## src/rtl/pipe_tree_accum.sv

```systemverilog
// pipe_tree_accum
//   Pipelined adder tree that reduces N_IN signed lanes per beat to one sum.
//   A two-state FSM behind the tree accumulates those sums over a packet and
//   reports one result per packet.
//
// States:
//   state   | meaning
//   S_IDLE  | no packet open; the next tree beat starts a new packet
//   S_ACCUM | packet open; tree beats add into acc until one carries last
//
// Ports:
//   clk        rising-edge clock
//   rst        synchronous active-high reset
//   in_valid   in_data carries a beat this cycle
//   in_last    beat closes its packet (qualified by in_valid)
//   in_data    N_IN packed two's-complement lanes, lane k at [k*IN_W +: IN_W]
//   out_valid  one-cycle pulse per packet result
//   out_sum    signed packet total, wraps modulo 2^ACC_W on overflow
//   out_ovf    packet had more than MAX_BEATS beats
//   out_beats  beat count of the packet, saturating at MAX_BEATS+1
module pipe_tree_accum #(
  parameter  int N_IN      = 8,
  parameter  int IN_W      = 8,
  parameter  int MAX_BEATS = 4,
  localparam int LEVELS    = $clog2(N_IN),
  localparam int TREE_W    = IN_W + LEVELS,
  localparam int ACC_W     = TREE_W + $clog2(MAX_BEATS),
  localparam int CNT_W     = $clog2(MAX_BEATS) + 1
) (
  input  logic                   clk,
  input  logic                   rst,
  input  logic                   in_valid,
  input  logic                   in_last,
  input  logic [N_IN*IN_W-1:0]   in_data,
  output logic                   out_valid,
  output logic [ACC_W-1:0]       out_sum,
  output logic                   out_ovf,
  output logic [CNT_W-1:0]       out_beats
);

  typedef enum logic {S_IDLE, S_ACCUM} state_t;

  localparam logic [CNT_W-1:0] CNT_ONE = CNT_W'(1);
  localparam logic [CNT_W-1:0] CNT_MAX = CNT_W'(MAX_BEATS);
  localparam logic [CNT_W-1:0] CNT_SAT = CNT_W'(MAX_BEATS + 1);

  // Level 0 is the unregistered input lanes; level j holds N_IN>>j registered
  // sums, each one bit wider than its operands so no level can overflow.
  for (genvar j = 0; j <= LEVELS; j++) begin : g_lvl
    localparam int W   = IN_W + j;
    localparam int CNT = N_IN >> j;

    logic signed [W-1:0] sum [CNT];
    logic                vld;
    logic                lst;

    if (j == 0) begin : g_in
      for (genvar k = 0; k < N_IN; k++) begin : g_lane
        assign sum[k] = in_data[k*IN_W +: IN_W];
      end
      assign vld = in_valid;
      assign lst = in_last;
    end else begin : g_add
      always_ff @(posedge clk) begin
        if (rst) begin
          vld <= 1'b0;
          lst <= 1'b0;
        end else begin
          vld <= g_lvl[j-1].vld;
          lst <= g_lvl[j-1].lst;
          // operand gating: sums only move when a beat is present
          if (g_lvl[j-1].vld) begin
            for (int k = 0; k < CNT; k++) begin
              sum[k] <= W'(g_lvl[j-1].sum[2*k]) + W'(g_lvl[j-1].sum[2*k+1]);
            end
          end
        end
      end
    end
  end

  logic signed [TREE_W-1:0] tree_sum;
  logic signed [ACC_W-1:0]  tree_ext;
  logic                     tree_valid;
  logic                     tree_last;

  assign tree_sum   = g_lvl[LEVELS].sum[0];
  assign tree_valid = g_lvl[LEVELS].vld;
  assign tree_last  = g_lvl[LEVELS].lst;
  assign tree_ext   = ACC_W'(tree_sum);

  state_t                  state, state_d;
  logic signed [ACC_W-1:0] acc, acc_d;
  logic [CNT_W-1:0]        beat_cnt, cnt_d;
  logic                    emit;
  logic                    ovf_d;

  always_comb begin
    state_d = state;
    acc_d   = acc;
    cnt_d   = beat_cnt;
    emit    = 1'b0;
    if (tree_valid) begin
      case (state)
        S_IDLE: begin
          acc_d = tree_ext;
          cnt_d = CNT_ONE;
          if (tree_last) begin
            emit = 1'b1;
          end else begin
            state_d = S_ACCUM;
          end
        end
        S_ACCUM: begin
          // acc wraps naturally; the count sticks at MAX_BEATS+1
          acc_d = acc + tree_ext;
          cnt_d = (beat_cnt == CNT_SAT) ? beat_cnt : beat_cnt + CNT_ONE;
          if (tree_last) begin
            emit    = 1'b1;
            state_d = S_IDLE;
          end
        end
        default: state_d = S_IDLE;
      endcase
    end
    ovf_d = (cnt_d > CNT_MAX);
  end

  always_ff @(posedge clk) begin
    if (rst) begin
      state     <= S_IDLE;
      acc       <= '0;
      beat_cnt  <= '0;
      out_valid <= 1'b0;
      out_sum   <= '0;
      out_beats <= '0;
      out_ovf   <= 1'b0;
    end else begin
      state     <= state_d;
      acc       <= acc_d;
      beat_cnt  <= cnt_d;
      out_valid <= emit;
      if (emit) begin
        out_sum   <= acc_d;
        out_beats <= cnt_d;
        out_ovf   <= ovf_d;
      end
    end
  end

endmodule
```

## config.mk

```make
export PLATFORM = sky130hd
export DESIGN_NAME = pipe_tree_accum
export DESIGN_NICKNAME = d
export VERILOG_FILES = /design/src/rtl/pipe_tree_accum.sv
export SDC_FILE = /design/constraint.sdc
export NUM_CORES = 1
export LEC_CHECK = 0
export CAP_MARGIN = 30
export CORE_MARGIN = 2
export CORE_UTILIZATION = 56
export DETAILED_ROUTE_END_ITERATION = 10
export PLACE_DENSITY = 0.92
export SLEW_MARGIN = 10
export SYNTH_ARGS = -nofsm -noshare
export SYNTH_HDL_FRONTEND = slang
export SYNTH_SLANG_ARGS = --single-unit
```

## constraint.sdc

```tcl
create_clock -name clk -period 4.3 [get_ports clk]
set_input_delay 1.075 -clock clk [delete_from_list [all_inputs] [get_ports clk]]
set_output_delay 1.075 -clock clk [all_outputs]
set_load 0.02 [all_outputs]
```

==> results of run 1 <==
-- layout by cell type, fill, tap and decap left out, types with 5 or more instances in the layout --
cell type        instances
clkbuf_16                9
edfxtp_1                67
mux2i_1                  6
a211oi_1                12
nand3_1                  8
o21ai_0                 32
ha_1                    74
a21oi_1                 43
a31o_2                   6
a21o_1                   9
nor2b_1                 26
xnor2_1                 30
o21a_1                  18
fa_1                     8
clkdlybuf4s50_1         85
xor2_1                  23
nand2_1                 21
dfxtp_1                 41
buf_4                    5
nand2b_1                 8
a31oi_1                  5
inv_1                    9
nor3_1                  10
nor2_1                  62
-- per-layer routing --
| metal | global-route usage | vias to the layer above | wire length, um |
|---|---|---|---|
| li1 | - | 2338 | - |
| met1 | 0.246 | 2225 | 5190 |
| met2 | 0.426 | 167 | 6700 |
| met3 | 0.0423 | 22 | 597 |
| met4 | 0.0768 | 0 | 236 |
| met5 | 0 | - | 0 |
-- area by class of cell --
type,count,area share
clock buffer,10,0.0300
clock inverter,6,0.00837
inverter,9,0.00443
multi-input combinational,453,0.444
sequential,108,0.371
tap,140,0.0230
timing repair buffer,91,0.118
-- flip-flops by register name (all words and copies together), names as in the netlist --
name       count
g_lvl.vld      3
out_beats      3
out_valid      1
out_sum       13
g_lvl.lst      3
beat_cnt       3
acc           13
state          1
g_lvl.sum     67
out_ovf        1
-- power groups by stage --
| stage | Clock [uW] | Sequential (uW) | Combinational (uW) |
|---|---|---|---|
| 2_1_floorplan | 0 | 1230 | 372 |
| 3_3_place_gp | 0 | 1240 | 496 |
| 3_5_place_dp | 0 | 1240 | 527 |
| 4_1_cts | 826 | 1220 | 538 |
| 5_1_grt | 862 | 1220 | 600 |
| 6_report | 821 | 1220 | 544 |
-- kinds of logic (layout without fill, tap and decap cells) --
group	Yosys count	in the layout	share of synthesized area
flops	108	108	0.448
xor+xnor	53	53	0.0734
compound gates	160	160	0.166
fa+ha+maj	82	82	0.172
simple gates	152	152	0.115
mux	6	6	0.00949
buf+inv	27	116	0.0168
-- metrics by stage --
stage	util	total power (uW)	instance area, um2	instances
2_1_floorplan	-	1600	6330	588
3_3_place_gp	0.669	1730	7320	800
3_5_place_dp	0.669	1770	7320	800
4_1_cts	0.696	2580	7610	816
5_1_grt	0.697	2680	7630	817
6_report	0.697	2580	7630	817
-- final timing paths --
path | startpoint | endpoint | slack, ns | cells past startpoint
max reg2reg | g_lvl[3].sum[0][0] | acc[6] | 1.89 | 8
min | g_lvl[2].lst | g_lvl[3].lst | 0.43 | 1
max | in_data[8] | g_lvl[1].sum[0][8] | 1.34 | 9
min reg2reg | g_lvl[2].lst | g_lvl[3].lst | 0.43 | 1
==> reports/metrics.cfg, run 1 <==
[synth]
synthTopCellsByArea=edfxtp_1, ha_1, dfxtp_1, xnor2_1, nor2_1
ys_types=51
ys_seq_area_frac=0.448
synthesis.nets=738
netlist.area_leader.share=0.318
ys_top_cells_by_count=ha_1, edfxtp_1, nor2_1
netlist_instances=588
netlist_area_mm2=0.00633
yosys.area.top_type=edfxtp_1
synth-seq-cells=108
synth-edff-count=67
synth_warnings=0
synth_ff_type=edfxtp_1
synth.most_common_cell=ha_1
synth.avg_cell_area_um2=10.8
async_reset_ff_frac=0

[global_route]
gr-total-overflow=0
antenna_found_initial=0
grt_pass1_wl_um=21300
grt_max_degree=37
grt_usage=0.223
grt_pass1_vias=4849

[timing]
whs_ns=0.432
relSlewSlack=0.541
final-max-slew-violation-count=0
rsz0062_at_grt=no
fin_worst_skew_ns=0.00583
fin_crit_sh=0.688
hold_viol_final=0
setup_tns_ns=0
fin_ws_ns=1.34
worstMarginPinSlew_ns=0.689
setup_viol=0
period_needed_ns=2.96
max_freq_mhz=338

[setup_path]
crit_family=compound AO/OA/AOI/OAI gates
cp.buffers_inverters=1
worstPathArrival_ns=3.18
cp-start-kind=primary input
critPathKind=primary input to flop
slowest_delay_ns=0.42
worstSetupEndpointType=flop
cp_slowest_cell=clkdlybuf4s50_1
required_ns=4.52
path_max_fanout=2
crit_chain=clkdlybuf4s50_1 -> ha_1 -> fa_1 -> a21o_1 -> a21oi_1 -> nor2b_1 -> o21a_1 -> o21ai_0 -> a31o_2

[cells_and_area]
finalNetCount=822
regArea_mm2=0.00283
diodes=0
drive_above_1_share=0.0443
area_growth_pct=20.6
n_fill_cell=782
multi_input_area_mm2=0.00339

[clock_network]
postCtsHoldBufs=0
cts_root_buf=clkbuf_16
cts.clk_slew.worst_paths_ns=0.07
clk_latency_ns=0.35
htree_levels=3
cts_sinks=108
cts_tree=yes
cts_made_buffers=9
post_cts_resized=0
postCtsSetupBuffers=0
clock_path_buffers=2

[power_and_ir_drop]
pwr-share-seq=0.471
combinationalPowerShare=0.211
p_int_uw=1920
p_per_area_mw_per_mm2=338
leakagePower_uw=0.00292
p_sw_uw=664
p_sw_frac=0.257
peakVddDrop_uv=200
clkPwrFrac=0.318

[detailed_routing]
drt_first_iter_violations=316
detail_route.wl_per_cell_um=15.6
detail-route-antenna-nets=0
vias_per_cell=5.82
vias=4752
drt_drc_violations_left=0
routed_wl_um=12700
drt-pass1-iter-count=5

[run]
cap_violations=0

[status]
status=finished, final reports clean

[place]
dp_hpwl_um=9550
place_ws_ns=1.02
gp_congestion=0.898
io_buffer_count=85

[floorplanning]
dieHeight_um=110
row_count=38
dieArea_mm2=0.0122
pin_count=86
core_area_mm2=0.0109
fp.dieW_um=110
start_util=0.578

[worst_hold_path]
hp-class=flop to flop

No activity file was read; power rests on OpenSTA's default activity.
==> run 2, diff against run 1 <==
==> constraint.sdc (replaced) <==
create_clock -name clk -period 3 [get_ports clk]
set_input_delay 0.75 -clock clk [delete_from_list [all_inputs] [get_ports clk]]
set_output_delay 0.75 -clock clk [all_outputs]
set_load 0.02 [all_outputs]
==> reports/metrics.cfg, run 2 (synthesis gave the netlist of run 1 again) <==
[setup_path]
r2r_end=out_sum[6]
critPathKind=primary input to flop
worstPathArrival_ns=2.93
reg2reg_depth=8
ff2ff_setup_slack_ns=0.58
reg2reg_from=g_lvl[3].sum[0][0]
path_max_fanout=2
cp-start-kind=primary input
crit_chain=clkdlybuf4s50_1 -> ha_1 -> fa_1 -> a21o_1 -> a21oi_1 -> nor2b_1 -> o21a_1 -> o21ai_0 -> a31o_2
slowest_delay_ns=0.42
required_ns=3.23
worstSetupEndpointType=flop
cp_slowest_cell=fa_1

[detailed_routing]
detail_route.wl_per_cell_um=15.2
routed_wl_um=12500
drt_first_iter_violations=356
drt-pass1-iter-count=7
detail-route-antenna-nets=0
vias_per_cell=5.83
drt_drc_violations_left=0
vias=4771

[cells_and_area]
area_growth_pct=20.4
largest-register=g_lvl.sum
finalNetCount=824
n_fill_cell=798
final_cell_mix=clkdlybuf4s50_1, ha_1, edfxtp_1, nor2_1, a21oi_1
top_regs=g_lvl.sum (67), acc (13), out_sum (13)
drive_above_1_share=0.0471
diodes=0
layout.cells.most_common=clkdlybuf4s50_1
post-route-cell-area_mm2=0.00762
largest_reg_flops=67

[worst_hold_path]
min_to=g_lvl[3].lst
hold_depth=1
hp-class=flop to flop
hp-start=g_lvl[2].lst

[timing]
max_freq_mhz=370
fin_ws_ns=0.299
fin_crit_sh=0.900
relSlewSlack=0.645
final-max-slew-violation-count=0
fin_worst_skew_ns=0.00792
worstMarginPinSlew_ns=0.531
whs_ns=0.448
rsz0062_at_grt=no
hold_viol_final=0
period_needed_ns=2.70
setup_viol=0

[global_route]
use_met1=0.236
use_met3=0.0500
grt_max_degree=37
grt_usage=0.224
grt_use_met2=0.439
busiest_layer=met2
grt_pass1_wl_um=21500
grt_pass1_vias=4964
antenna_found_initial=0
gr-total-overflow=0

[clock_network]
clk_latency_ns=0.35
cts_made_buffers=9
post_cts_resized=0
cts_sinks=108
cts_tree=yes
clock_path_buffers=2
cts_root_buf=clkbuf_16
htree_levels=3
postCtsSetupBuffers=0
cts.clk_slew.worst_paths_ns=0.07
postCtsHoldBufs=0

[place]
dp_hpwl_um=9650
place_ws_ns=-0.0339
placed_area_mm2=0.00733
gp_congestion=0.881
io_buffer_count=85

[floorplanning]
pin_count=86
core_area_mm2=0.0109
dieHeight_um=110
start_util=0.578
fp.dieW_um=110
dieArea_mm2=0.0122
row_count=38

[power_and_ir_drop]
p_per_area_mw_per_mm2=472
peakVddDrop_uv=346
combinationalPowerShare=0.215
leakagePower_uw=0.00292
p_sw_frac=0.259
clkPwrFrac=0.300
p_sw_uw=932
pwr-share-seq=0.485
p_int_uw=2660

[run]
cap_violations=0

[status]
status=finished, final reports clean

run 2: stage by stage:
stage	power [uW]	utilization	cells	TNS (ns)
final	3590	0.696	819	0
after global routing	3760	0.696	819	0
after CTS	3610	0.695	818	0
after global placement	2490	0.671	802	0
after detailed placement	2530	0.671	802	-0.0339
after floorplan	2300	-	588	0
run 2: cell type report:
cell class,instances,area [um2],share of cell area
Multi-Input combinational cell,453,3390,0.445
Sequential cell,108,2830,0.372
Timing Repair Buffer,93,918,0.121
Clock buffer,10,229,0.0301
Tap cell,140,175,0.0230
Clock inverter,6,37.5,0.00493
Inverter,9,33.8,0.00444
run 2: worst max path at each step:
stage	cells after the start	startpoint	end
floorplan	3	rst	g_lvl[1].sum[0][0]
global placement	9	in_data[48]	g_lvl[1].sum[3][6]
detailed placement	9	in_data[0]	g_lvl[1].sum[0][8]
CTS	9	in_data[0]	g_lvl[1].sum[0][8]
global route	9	in_data[16]	g_lvl[1].sum[1][8]
finish	9	in_data[0]	g_lvl[1].sum[0][8]
run 2: power by group through the flow:
stage	registers, uW	logic [uW]	clock network [uW]
after floorplan	1770	533	0
after global placement	1770	712	0
after detailed placement	1780	756	0
after CTS	1750	767	1090
after global routing	1750	860	1150
final	1740	772	1080
run 2: critical path: cells and delay by family:
kind                       cells  cell delay (ns)
and+or+nand+nor                1             0.08
AOI/OAI and AO/OA              5             1.05
adders and majority gates      2             0.64
buffers and inverters          1             0.40
run 2: layer usage:
layer  vias up  wire length (um)
met5         -                 0
met4         0               288
met3        39               642
met2       177              6730
met1      2217              4830
li1       2338                 -
==> run 3, diff against run 2 <==
--- a/config.mk
+++ b/config.mk
@@ -9,6 +9,7 @@
 export CORE_MARGIN = 2
 export CORE_UTILIZATION = 56
 export DETAILED_ROUTE_END_ITERATION = 10
+export GPL_TIMING_DRIVEN = 0
 export PLACE_DENSITY = 0.92
 export SLEW_MARGIN = 10
 export SYNTH_ARGS = -nofsm -noshare
==> reports/metrics.cfg, run 3 (synthesis gave the netlist of run 1 again) <==
[status]
status=finished, final reports clean

[detailed_routing]
drt_drc_violations_left=0
detail_route.wl_per_cell_um=16.1
detail-route-antenna-nets=0
drt_first_iter_violations=349
vias_per_cell=6.03
drt-pass1-iter-count=5
routed_wl_um=13400
vias=4998

[cells_and_area]
finalNetCount=834
multi_input_area_mm2=0.00340
top_regs=g_lvl.sum (67), acc (13), out_sum (13)
largest_reg_flops=67
final_cell_mix=clkdlybuf4s50_1, ha_1, edfxtp_1, nor2_1, a21oi_1
regArea_mm2=0.00283
instances_no_fill=829
largest-register=g_lvl.sum
n_fill_cell=724
drive_above_1_share=0.0421
layout.cells.most_common=clkdlybuf4s50_1
diodes=0
area_growth_pct=21.8

[setup_path]
cp_slowest_cell=fa_1
worstPathArrival_ns=2.89
slowest_delay_ns=0.42
cp-start-kind=primary input
cp.buffers_inverters=1
path_max_fanout=2
crit_family=compound AO/OA/AOI/OAI gates
critPathKind=primary input to flop
crit_chain=clkdlybuf4s50_1 -> ha_1 -> fa_1 -> a21o_1 -> a21oi_1 -> nor2b_1 -> o21a_1 -> o21ai_0 -> a31o_2
required_ns=3.22
worstSetupEndpointType=flop

[worst_hold_path]
hp-class=flop to flop

[clock_network]
cts_tree=yes
cts_sinks=108
clock_path_buffers=2
cts_root_buf=clkbuf_16
clk_latency_ns=0.35
post_cts_resized=0
htree_levels=3
postCtsHoldBufs=0
cts_made_buffers=9
postCtsSetupBuffers=0
cts.clk_slew.worst_paths_ns=0.07

[timing]
fin_crit_sh=0.889
worstMarginPinSlew_ns=0.909
max_freq_mhz=375
fin_ws_ns=0.333
fin_worst_skew_ns=0.0100
setup_tns_ns=0
whs_ns=0.435
period_needed_ns=2.67
setup_viol=0
hold_viol_final=0
relSlewSlack=0.391
final-max-slew-violation-count=0
rsz0062_at_grt=no

[place]
dpl.cell_count=813
gp_congestion=0.899
io_buffer_count=84
place_ws_ns=-0.0120
dp_hpwl_um=10200

[global_route]
gr-total-overflow=0
grt_pass1_vias=4987
grt_max_degree=37
grt_pass1_wl_um=22000
grt_usage=0.231
antenna_found_initial=0

[floorplanning]
fp.dieW_um=110
pin_count=86
dieArea_mm2=0.0122
core_area_mm2=0.0109
row_count=38
start_util=0.578
dieHeight_um=110

[power_and_ir_drop]
peakVddDrop_uv=315
power_uw=3780
leakagePower_uw=0.00295
p_per_area_mw_per_mm2=491

[run]
cap_violations=0

[run 3: cell types whose count changed in the layout (fill, tap and decap cells not counted), moves of 2 or more]
| cell | previous run | this run |
|---|---|---|
| buf_1 | 0 | 3 |
| buf_4 | 7 | 1 |
| inv_6 | 2 | 0 |
| clkinv_1 | 2 | 0 |
| clkbuf_1 | 1 | 15 |
| clkbuf_16 | 9 | 12 |
[run 3: layer usage]
layer	global-route usage	vias up	part of all wire	routed length, um
met5	0	-	0	0
met4	0.0955	0	0.024	316
met3	0.0412	38	0.062	836
met2	0.445	236	0.53	7150
met1	0.246	2359	0.38	5080
li1	-	2365	-	-
[run 3: power by group]
group	switching (uW)	total, uW	internal [uW]
clock network	511	1250	740
registers	32.3	1740	1710
logic	396	786	390
total	940	3780	2840
[run 3: final cells by class]
type | instances | share of cell area
Multi-Input combinational cell | 453 | 0.441
Clock buffer | 15 | 0.0417
Buffer | 18 | 0.00942
Tap cell | 140 | 0.0227
Sequential cell | 108 | 0.368
Inverter | 9 | 0.00439
Timing Repair Buffer | 85 | 0.112
Clock inverter | 1 | 0.00114
[run 3: stage by stage]
step,utilization,cell area [um2]
after floorplan,-,6330
after global placement,0.672,7340
after detailed placement,0.674,7370
after CTS,0.704,7700
after global routing,0.704,7700
final,0.704,7700
[run 3: final timing paths]
path | from | end | slack [ns] | depth (start not counted)
worst min-delay path | g_lvl[1].lst | g_lvl[2].lst | 0.43 | 1
worst min register to register | g_lvl[1].lst | g_lvl[2].lst | 0.43 | 1
worst max register to register | g_lvl[3].sum[0][0] | out_sum[6] | 0.53 | 8
worst max-delay path | in_data[32] | g_lvl[1].sum[2][8] | 0.33 | 9
